<file path="config.mk">
export PLATFORM = sky130hd
export DESIGN_NAME = beam_sum_accumulator
export DESIGN_NICKNAME = d
export VERILOG_FILES = /design/src/rtl/beam_sum_accumulator.sv
export SDC_FILE = /design/constraint.sdc
export NUM_CORES = 1
export LEC_CHECK = 0
export BUFFER_PORTS_ARGS = -buffer_cell sky130_fd_sc_hd__buf_2
export CORE_ASPECT_RATIO = 1.4
export CORE_UTILIZATION = 45
export DETAILED_ROUTE_END_ITERATION = 8
export PLACE_DENSITY_LB_ADDON = 0.1
export SYNTH_ARGS = -nofsm -noshare
export SYNTH_HDL_FRONTEND = slang
export SYNTH_SLANG_ARGS = --single-unit
</file>
<file path="constraint.sdc">
create_clock -name clk -period 5.6 [get_ports clk]
set_input_delay 1.12 -clock clk [delete_from_list [all_inputs] [get_ports clk]]
set_output_delay 1.12 -clock clk [all_outputs]
set_load 0.03 [all_outputs]
</file>
<file path="src/rtl/beam_sum_accumulator.sv">
// Delay-and-sum output stage: captures one NUM_CH-sample vector, sums it one channel per clock
// and emits floor(sum / NUM_CH). Optional BEAM_SUM_MASK_EN adds a per-channel enable mask.
module beam_sum_accumulator #(
   parameter int NUM_CH = 16,
   parameter int DATA_W = 19,
   parameter int IDX_W  = $clog2(NUM_CH),
   parameter int ACC_W  = DATA_W + IDX_W
) (
   input  logic                     clk,
   input  logic                     rst,
   input  logic                     in_valid,
   output logic                     in_ready,
   input  logic [NUM_CH*DATA_W-1:0] in_data,
`ifdef BEAM_SUM_MASK_EN
   input  logic [NUM_CH-1:0]        ch_mask,
`endif
   output logic                     out_valid,
   input  logic                     out_ready,
   output logic [DATA_W-1:0]        out_data,
   output logic                     busy,
   output logic [1:0]               dbg_state
);

   // Handshakes: a transfer happens on a rising clk edge where valid and ready are both 1;
   // in_ready is registered and only high in IDLE, out_valid holds until out_ready is seen.
   typedef enum logic [1:0] {
      S_IDLE   = 2'd0,
      S_ACCUM  = 2'd1,
      S_OUTPUT = 2'd2
   } state_t;

   state_t              state_q, state_d;
   logic [ACC_W-1:0]    acc_q, acc_d;
   logic [ACC_W-1:0]    acc_sum;
   logic signed [ACC_W-1:0] acc_shr;
   logic [IDX_W-1:0]    ch_idx_q, ch_idx_d;
   logic [DATA_W-1:0]   cap_q [NUM_CH];
   logic [DATA_W-1:0]   cur_sample;
   logic                in_ready_q, in_ready_d;
   logic                out_valid_q, out_valid_d;
   logic [DATA_W-1:0]   out_data_q, out_data_d;
   logic [NUM_CH-1:0]   mask;
   logic                accept;

`ifdef BEAM_SUM_MASK_EN
   assign mask = ch_mask;
`else
   assign mask = '1;
`endif

   assign accept     = in_valid && in_ready_q;
   assign cur_sample = cap_q[ch_idx_q];
   assign acc_sum    = acc_q + {{IDX_W{cur_sample[DATA_W-1]}}, cur_sample};
   // Arithmetic shift floors toward -inf, which is the required rounding.
   assign acc_shr    = $signed(acc_sum) >>> IDX_W;

   always_comb begin
      state_d     = state_q;
      acc_d       = acc_q;
      ch_idx_d    = ch_idx_q;
      out_valid_d = out_valid_q;
      out_data_d  = out_data_q;
      case (state_q)
         S_IDLE: begin
            if (accept) begin
               acc_d    = '0;
               ch_idx_d = '0;
               state_d  = S_ACCUM;
            end
         end
         S_ACCUM: begin
            acc_d    = acc_sum;
            ch_idx_d = ch_idx_q + 1'b1;
            if (ch_idx_q == IDX_W'(NUM_CH - 1)) begin
               out_data_d  = acc_shr[DATA_W-1:0];
               out_valid_d = 1'b1;
               state_d     = S_OUTPUT;
            end
         end
         S_OUTPUT: begin
            if (out_ready) begin
               out_valid_d = 1'b0;
               state_d     = S_IDLE;
            end
         end
         default: state_d = S_IDLE;
      endcase
      in_ready_d = (state_d == S_IDLE);
   end

   always_ff @(posedge clk or negedge rst) begin
      if (!rst) begin
         state_q     <= S_IDLE;
         acc_q       <= '0;
         ch_idx_q    <= '0;
         in_ready_q  <= 1'b0;
         out_valid_q <= 1'b0;
         out_data_q  <= '0;
      end else begin
         state_q     <= state_d;
         acc_q       <= acc_d;
         ch_idx_q    <= ch_idx_d;
         in_ready_q  <= in_ready_d;
         out_valid_q <= out_valid_d;
         out_data_q  <= out_data_d;
      end
   end

   // Masked-off channels are stored as zero so the accumulate path stays mask-agnostic.
   always_ff @(posedge clk or negedge rst) begin
      if (!rst) begin
         for (int c = 0; c < NUM_CH; c++) cap_q[c] <= '0;
      end else if (accept) begin
         for (int c = 0; c < NUM_CH; c++)
            cap_q[c] <= mask[c] ? in_data[c*DATA_W +: DATA_W] : '0;
      end
   end

   assign in_ready  = in_ready_q;
   assign out_valid = out_valid_q;
   assign out_data  = out_data_q;
   assign busy      = (state_q != S_IDLE);
   assign dbg_state = state_q;

endmodule

</file>
==> results of run 1 <==
-- registers in the layout (all words and copies together), names as in the netlist --
| name | count |
|---|---|
| cap_q | 304 |
| acc_q | 23 |
| out_data | 19 |
| ch_idx_q | 4 |
| dbg_state | 2 |
| in_ready | 1 |
| out_valid | 1 |
-- worst max-delay path, cell delays in order, from the launching register on --
cell and delay [ns]:
dfrtp_4 0.76, buf_12 0.29, mux4_2 0.53, mux4_2 0.49, fa_1 0.47, a211o_1 0.30
a21oi_1 0.23, o211ai_1 0.27, a31o_2 0.37, a41oi_1 0.25, xor2_1 0.22, o21ai_1 0.08
-- Yosys cell counts (9+ instances only) --
library cell and count:
nand2_1 61, mux4_2 95, ha_1 23, a21o_1 14
nor2_1 15, xnor2_1 11, a22o_1 17, a21oi_1 18
mux2_2 308, dfrtp_1 354, o21ai_0 9, o21ai_1 15
clkbuf_1 60
-- cell families (layout without fill, tap and decap cells) --
logic type	after synthesis	after routing	share of synthesized area
mux	403	403	0.342
simple gates	100	100	0.0263
other cells	0	11	0
xor+xnor	20	20	0.0111
flops	354	354	0.540
fa+ha+maj	24	24	0.0188
compound gates	103	103	0.0429
buf+inv	76	421	0.0183
-- metrics by stage --
step	area [µm²]	setup WS, ns	instances	hold WS, ns
6_report	19900	1.08	1898	0.469
5_1_grt	19900	0.833	1894	0.499
4_1_cts	19900	1.05	1887	0.476
3_5_place_dp	18600	1.08	1821	0.459
3_3_place_gp	18600	1.11	1821	0.459
2_1_floorplan	16400	1.40	1080	0.455
-- metal layers --
metal,GRT usage,vias to the layer above
met3,0.0625,91
met2,0.446,289
li1,-,4701
met1,0.288,5297
met5,0,-
met4,0.124,14
-- layout make-up --
| cell class | count | area [µm²] |
|---|---|---|
| fillers | 3026 | 15900 |
| flip-flops and latches | 354 | 8870 |
| multi-input cells | 650 | 7240 |
| repair buffers | 348 | 1880 |
| clock buffers | 59 | 1130 |
| well taps | 462 | 578 |
| clock inverters | 7 | 139 |
| diodes | 11 | 27.5 |
| inverters | 7 | 26.3 |
-- power by group through the flow --
stage	Clock, mW	Combinational, mW	Sequential, mW
2_1_floorplan	0	5.51	4.47
3_3_place_gp	0	7.53	4.78
3_5_place_dp	0	7.59	4.80
4_1_cts	2.65	7.63	4.76
5_1_grt	2.74	8.18	4.92
6_report	2.58	7.55	4.73
-- final timing paths --
| path | from | endpoint | slack (ns) |
|---|---|---|---|
| max reg2reg | ch_idx_q[0] | acc_q[16] | 1.08 |
| min in group asynchronous | rst | cap_q[150] | 0.64 |
| max | ch_idx_q[0] | acc_q[16] | 1.08 |
| min | out_data[3] | out_data[3] | 0.47 |
| max in group asynchronous | rst | cap_q[303] | 3.78 |
| min reg2reg | out_data[3] | out_data[3] | 0.47 |
==> flow_summary.json, run 1 <==
{
  "hold_viol_final": 0,
  "p_seq_frac": 0.318,
  "drc": 0,
  "clkTransAtPathRegs_ns": 0.06,
  "total_power_mw": 14.9,
  "crit_required_ns": 5.97,
  "status": "finished clean",
  "avgViaCountPerCell": 5.48,
  "grt_pass1_vias": 11500,
  "clk-insertion-delay-late_ns": 0.53,
  "synth_fp_nets": 1412,
  "yosys-top-cells-area": "dfrtp_1 (54%), mux2_2 (21%), mux4_2 (13%)",
  "grt_pass1_wl_um": 69400,
  "fp.coreArea_mm2": 0.0358,
  "internal_power_mw": 9.21,
  "finalClockSkew_ns": 0.0186,
  "synth_area_mm2": 0.0164,
  "clockBufferDepth": 3,
  "max-slew-margin-rel": 0.424,
  "htree_levels": 2,
  "ys.flop_type": "dfrtp_1",
  "area_growth_pct": 21.3,
  "drt-met1-wl_um": 16700,
  "ant_nets": 0,
  "num_rows": 82,
  "ys_types": 45,
  "async_reset_ff_frac": 1.00,
  "cts_setup_buffers": 0,
  "finalCritPeriodShare": 0.807,
  "end_kind": "flop",
  "switching_share": 0.381,
  "tightest_slew_ns": 0.864,
  "final_cell_mix": "dfrtp_1 (352), buf_2 (330), mux2_2 (308)",
  "yosys_register_bits": 354,
  "synth_top_area_share": 0.540,
  "drtIter0Drc": 519,
  "cts_made_buffers": 38,
  "fin_util": 0.555,
  "ios": 332,
  "antenna_found_initial": 19,
  "num_vias": 10400,
  "pwr_density_cell_mw_per_mm2": 748,
  "die_w_um": 163,
  "drv_slew": 0,
  "nNetsFinal": 1731,
  "place_hpwl_um": 34300,
  "place_congestion": 0.920,
  "max_freq_mhz": 221,
  "drive_gt1_frac": 0.572,
  "routedWlPerCell_um": 24.0,
  "fin_crit_ns": 4.52,
  "finalWirelength_um": 45600,
  "min_path_type": "reg2reg",
  "irDropWorstVdd_v": 0.000498,
  "ys_seq_area_frac": 0.540,
  "ctsRootBufferMaster": "clkbuf_16",
  "p_sw_mw": 5.66,
  "clkSinkCount": 354,
  "p_leak_nw": 8.88,
  "drt_pass1_iterations": 4,
  "setup_violations": 0,
  "yosys.area.top_type": "dfrtp_1",
  "gr-total-overflow": 0,
  "final_common_cell": "dfrtp_1",
  "syn_area_per_cell_um2": 15.2,
  "max-cap-violations": 0,
  "die_y_um": 228,
  "grt_usage": 0.256,
  "syn_inst": 1080,
  "clkPwrFrac": 0.174,
  "synth_edf_count": 0,
  "cts_tree": "built",
  "crit_fanout": 24,
  "cts_resized": 0,
  "combinationalPowerShare": 0.508,
  "met2WireLength_um": 24200,
  "ff2ff_path_depth": 11,
  "arrival_ns": 4.89,
  "path_class": "reg2reg",
  "critPathLaunchType": "flop",
  "portBuffers": 331,
  "whs_path_depth": 2,
  "initial_utilization": 0.458,
  "finalSetupTns_ns": 0,
  "yosys_warnings": 0,
  "die-area_mm2": 0.0372,
  "rsz0062_at_grt": "false",
  "highest_layer": "met5",
  "cts_hold_buf": 0,
  "met3_length_um": 2770,
  "grt_start_max_net_pins": 144
}
Note: power is estimated with default switching activity, not from simulation.
==> run 2: changes to the inputs <==
- ABC_AREA: default -> 1
- clock period: 5.6 -> 4.2 ns (I/O delays scaled with it)
==> run 2 against run 1 <==
Net effect: the run now ends with DRC left; sequential power is 30% higher; first-iteration DRC count is 44% higher; synthesized cell count is 52% higher; clock skew is 0.0030 ns lower; non-clock buffer count is 12 higher; critical path depth is 4 higher; sequential share of layout area is 1.1 points lower; register-to-register slack worse by 0.47 ns; setup slack worse by 0.47 ns; clock power is 27% higher; largest cell class unchanged.
==> flow_summary.json, run 2 <==
{
  "status": "finished, violations left",
  "violations": "DRC",
  "cts_resized": 0,
  "synth_top_family_by_area": "multiplexers",
  "synth_fp_nets": 1975,
  "final_common_cell": "dfrtp_1",
  "dp_slack_ns": 0.643,
  "finalCritPeriodShare": 0.854,
  "final_cell_mix": "dfrtp_1 (352), buf_2 (330), mux2_2 (289)",
  "p_leak_nw": 9.53,
  "yosys.area.top_type": "dfrtp_1",
  "fin_crit_ns": 3.59,
  "max_freq_mhz": 279,
  "gr-total-overflow": 0,
  "synth_top_area_share": 0.519,
  "yosys_warnings": 0,
  "clockBufferDepth": 3,
  "grt_pass1_wl_um": 78500,
  "synth_simple_gate_area_share": 0.123,
  "yosysMostFrequentCell": "dfrtp_1",
  "place_congestion": 0.886,
  "critPathLaunchType": "flop",
  "crit_required_ns": 4.61,
  "synth_xor_xnor_area_share": 0.00462,
  "cts_tree": "built",
  "drive_gt1_frac": 0.366,
  "cts_made_buffers": 38,
  "fin_util": 0.543,
  "drc": 20,
  "die-area_mm2": 0.0387,
  "hold_viol_final": 0,
  "antenna_found_initial": 20,
  "die_w_um": 167,
  "dpl_cell_area_mm2": 0.0192,
  "fp.coreArea_mm2": 0.0375,
  "ios": 332,
  "cts_setup_buffers": 0,
  "max-cap-violations": 0,
  "clkSinkCount": 354,
  "max-slew-margin-rel": 0.329,
  "grt_start_max_net_pins": 155,
  "ys.flop_type": "dfrtp_1",
  "ctsRootBufferMaster": "clkbuf_16",
  "min_path_type": "in2async",
  "synth_area_mm2": 0.0171,
  "r2r_end": "acc_q[19]",
  "largest_reg_flops": 304,
  "num_vias": 13500,
  "pwr_density_cell_mw_per_mm2": 947,
  "area_growth_pct": 19.4,
  "rsz0062_at_grt": "false",
  "synthMuxAreaShare": 0.191,
  "timing.rr.start": "ch_idx_q[0]",
  "die_y_um": 232,
  "regToRegSetupSlack_ns": 0.61,
  "ys_seq_area_frac": 0.519,
  "crit_fanout": 50,
  "stdcell_area_mm2": 0.0204,
  "htree_levels": 2,
  "syn_inst": 1643,
  "ys_types": 39,
  "nFillCells": 3405,
  "finalSetupTns_ns": 0,
  "end_kind": "flop",
  "synth_edf_count": 0,
  "arrival_ns": 4.00,
  "yosys_register_bits": 354,
  "yosys-top-cells-area": "dfrtp_1 (52%), mux2_2 (19%), o21ai_0 (4.8%)",
  "finalClockSkew_ns": 0.0156,
  "finalWirelength_um": 52100,
  "irDropWorstVdd_v": 0.000467,
  "routedWlPerCell_um": 21.2,
  "drt_pass1_iterations": 9,
  "nNetsFinal": 2275,
  "synthAdderAreaFrac": 0.0180,
  "synth_compound_area_frac": 0.100,
  "clk-insertion-delay-late_ns": 0.53,
  "drv_slew": 0,
  "grt_pass1_vias": 13700,
  "drtIter0Drc": 747,
  "setup_violations": 0,
  "largest-register": "cap_q",
  "syn_area_per_cell_um2": 10.4,
  "netlist_top_cells_count": "dfrtp_1 (354), mux2_2 (289), nand2_1 (214)",
  "cts_hold_buf": 0,
  "ant_nets": 0,
  "initial_utilization": 0.455,
  "timing.final.ws_setup_ns": 0.614,
  "async_reset_ff_frac": 1.00,
  "grt_usage": 0.268,
  "avgViaCountPerCell": 5.50,
  "place_hpwl_um": 37500,
  "tightest_slew_ns": 1.01,
  "clkTransAtPathRegs_ns": 0.06,
  "ff2ff_path_depth": 15,
  "portBuffers": 331,
  "path_class": "reg2reg",
  "num_rows": 84
}
-- run 2: worst max path at each step --
stage	startpoint	to	cells after the start
finish	ch_idx_q[0]	acc_q[19]	15
global route	ch_idx_q[0]	acc_q[19]	16
CTS	ch_idx_q[0]	acc_q[19]	16
detailed placement	ch_idx_q[0]	acc_q[19]	15
global placement	ch_idx_q[0]	acc_q[19]	15
floorplan	ch_idx_q[0]	out_data[8]	19
-- run 2: routing by layer --
metal / track usage / share of wire / vias up
met4: 0.127 / 0.041 / 16
met1: 0.313 / 0.39 / 6646
met5: 0 / 0.0016 / -
met2: 0.471 / 0.51 / 402
li1: - / - / 6310
met3: 0.0560 / 0.059 / 106
-- run 2: cell families after synthesis --
kind of cell    count (synthesis)
flops                         354
xor+xnor                        9
compound gates                299
simple gates                  506
mux                           289
buf+inv                       162
fa+ha+maj                      24
-- run 2: per-stage QoR --
step / instances / hold WS (ns) / power [mW]
finish: 2452 / 0.275 / 19.3
global route: 2450 / 0.352 / 20.7
CTS: 2440 / 0.352 / 19.4
detailed placement: 2376 / 0.467 / 16.1
global placement: 2376 / 0.463 / 15.9
floorplan: 1643 / 0.456 / 13.0
-- run 2: final cells by class --
type / count / area (µm²) / share of cell area
Inverter: 62 / 235 / 0.0115
Clock inverter: 6 / 91.3 / 0.00448
Timing Repair Buffer: 360 / 2010 / 0.0986
Tap cell: 473 / 592 / 0.0290
Antenna cell: 12 / 30.0 / 0.00147
Clock buffer: 58 / 1110 / 0.0543
Sequential cell: 354 / 8860 / 0.435
Multi-Input combinational cell: 1127 / 7450 / 0.366
-- run 2: where the power goes --
group | total (mW) | switching [mW] | internal, mW | leakage (nW)
Sequential | 6.13 | 0.949 | 5.18 | 4.18
Clock | 3.28 | 1.35 | 1.93 | 0.587
Combinational | 9.89 | 5.98 | 3.91 | 4.76
-- run 2: worst max-delay path: stages (launching register included) --
cell and delay [ns]:
dfrtp_4 0.50, inv_4 0.43, buf_4 0.27, o21ai_0 0.09
o221ai_1 0.32, o211ai_1 0.29, nand3_1 0.20, ha_1 0.31
a21oi_1 0.26, o21ai_0 0.19, inv_1 0.11, nand2_1 0.06
nand2_1 0.09, nand4_1 0.12, nand3_1 0.13, nand2_1 0.05
==> run 3: changes to the inputs <==
- PLACE_DENSITY_LB_ADDON: 0.1 -> 0.08
==> run 3 against run 2 <==
Net effect: the flow still finishes with violations (DRC); setup slack worse by 0.024 ns; fmax down 0.67%; first-iteration DRC count up 13%; combinational power up 0.4%; worst hold slack better by 0.075 ns; clock-buffer cell count down 2; routed wire length down 1.8%; design area up 0.50%; sequential share of layout area down 0.22 points; final cell count up 0.29%; global-route usage down 0.13 points; critical path type unchanged.
==> flow_summary.json, run 3 (synthesis results as in run 2) <==
{
  "largest-register": "cap_q",
  "clockBufferDepth": 3,
  "ios": 332,
  "place_congestion": 0.972,
  "clk-insertion-delay-late_ns": 0.54,
  "status": "finished, violations left",
  "dpl_cell_area_mm2": 0.0192,
  "violations": "DRC",
  "gr-total-overflow": 0,
  "num_vias": 13300,
  "path_class": "reg2reg",
  "max-slew-margin-rel": 0.354,
  "htree_levels": 2,
  "die_y_um": 232,
  "largest_reg_flops": 304,
  "final_common_cell": "dfrtp_1",
  "finalCritPeriodShare": 0.859,
  "pwr_density_cell_mw_per_mm2": 953,
  "crit_fanout": 22,
  "setup_violations": 0,
  "arrival_ns": 4.03,
  "clkSinkCount": 354,
  "portBuffers": 331,
  "grt_pass1_vias": 13700,
  "routedWlPerCell_um": 20.8,
  "cts_hold_buf": 0,
  "ctsRootBufferMaster": "clkbuf_16",
  "clkTransAtPathRegs_ns": 0.06,
  "grt_start_max_net_pins": 158,
  "drive_gt1_frac": 0.369,
  "drv_slew": 0,
  "crit_required_ns": 4.62,
  "tightest_slew_ns": 0.970,
  "die-area_mm2": 0.0387,
  "rsz0062_at_grt": "false",
  "fin_crit_ns": 3.61,
  "max_freq_mhz": 277,
  "cts_made_buffers": 38,
  "min_path_type": "in2async",
  "area_growth_pct": 20.0,
  "initial_utilization": 0.455,
  "finalClockSkew_ns": 0.0171,
  "end_kind": "flop",
  "finalSetupTns_ns": 0,
  "cts_setup_buffers": 0,
  "grt_pass1_wl_um": 78500,
  "hold_viol_final": 0,
  "antenna_found_initial": 28,
  "p_leak_nw": 9.58,
  "grt_usage": 0.267,
  "nNetsFinal": 2275,
  "final_cell_mix": "dfrtp_1 (352), buf_2 (330), mux2_2 (289)",
  "num_rows": 84,
  "die_w_um": 167,
  "fp.coreArea_mm2": 0.0375,
  "ant_nets": 0,
  "drt_pass1_iterations": 8,
  "max-cap-violations": 0,
  "drtIter0Drc": 842,
  "stdcell_area_mm2": 0.0205,
  "cts_resized": 0,
  "irDropWorstVdd_v": 0.000497,
  "drc": 28,
  "finalWirelength_um": 51200,
  "critPathLaunchType": "flop",
  "cts_tree": "built",
  "avgViaCountPerCell": 5.43,
  "place_hpwl_um": 36700
}
-- run 3: cell types whose count changed in the layout (fill, tap and decap cells not counted), sizes merged --
cell / delta
bufinv: +1
clkbuf: -2
clkinv: +3
diode: +5
-- run 3: path summary, 6_finish.rpt --
kind                         startpoint           end  cells after the start  slack [ns]
max in group asynchronous           rst      cap_q[4]                      2        2.94
hold / removal                      rst   out_data[2]                      1        0.35
setup / recovery            ch_idx_q[2]   out_data[8]                     16        0.59
min in group clk           out_data[17]  out_data[17]                      2        0.47
hold reg to reg            out_data[17]  out_data[17]                      2        0.47
setup reg to reg            ch_idx_q[2]   out_data[8]                     16        0.59
-- run 3: final cells by class --
cell class              instances  area, µm²
clock inverters                10        136
clock buffers                  56       1140
well taps                     473        592
multi-input cells            1127       7450
fillers                      3405      17000
diodes                         17       42.5
repair buffers                360       2020
flip-flops and latches        354       8860
inverters                      62        235
-- run 3: per-stage QoR --
step | utilization | cells | hold slack (ns) | total power [mW] | setup slack [ns]
floorplan | - | 1643 | 0.456 | 13.0 | 1.50
global placement | 0.511 | 2376 | 0.461 | 16.0 | 0.644
detailed placement | 0.511 | 2376 | 0.461 | 16.1 | 0.587
CTS | 0.545 | 2442 | 0.403 | 19.6 | 0.573
global route | 0.546 | 2457 | 0.418 | 21.0 | 0.314
finish | 0.546 | 2459 | 0.350 | 19.5 | 0.590
-- run 3: layer usage --
layer / GRT usage / vias to the layer above / routed length, µm
met3: 0.0657 / 109 / 3330
met2: 0.447 / 387 / 25200
met5: 0 / - / 130
li1: - / 6305 / -
met1: 0.318 / 6526 / 20200
met4: 0.141 / 22 / 2320
-- run 3: critical path, cell delays in order, from the launching register on --
cell and delay (ns):
dfrtp_1 0.68, buf_4 0.33, nand2_1 0.09, clkinv_1 0.43, nand2_1 0.21, nand3_1 0.10, ha_1 0.23, fa_1 0.41
nand3_1 0.10, nand3_2 0.17, nand2_1 0.10, nand2_1 0.10, nand2_1 0.09, nand2_1 0.06, or2_1 0.23, nand3_1 0.09
nand2_1 0.06
-- run 3: power by group --
group / internal, mW / switching (mW)
logic: 3.92 / 6.01
registers: 5.18 / 0.952
clock network: 2.06 / 1.40
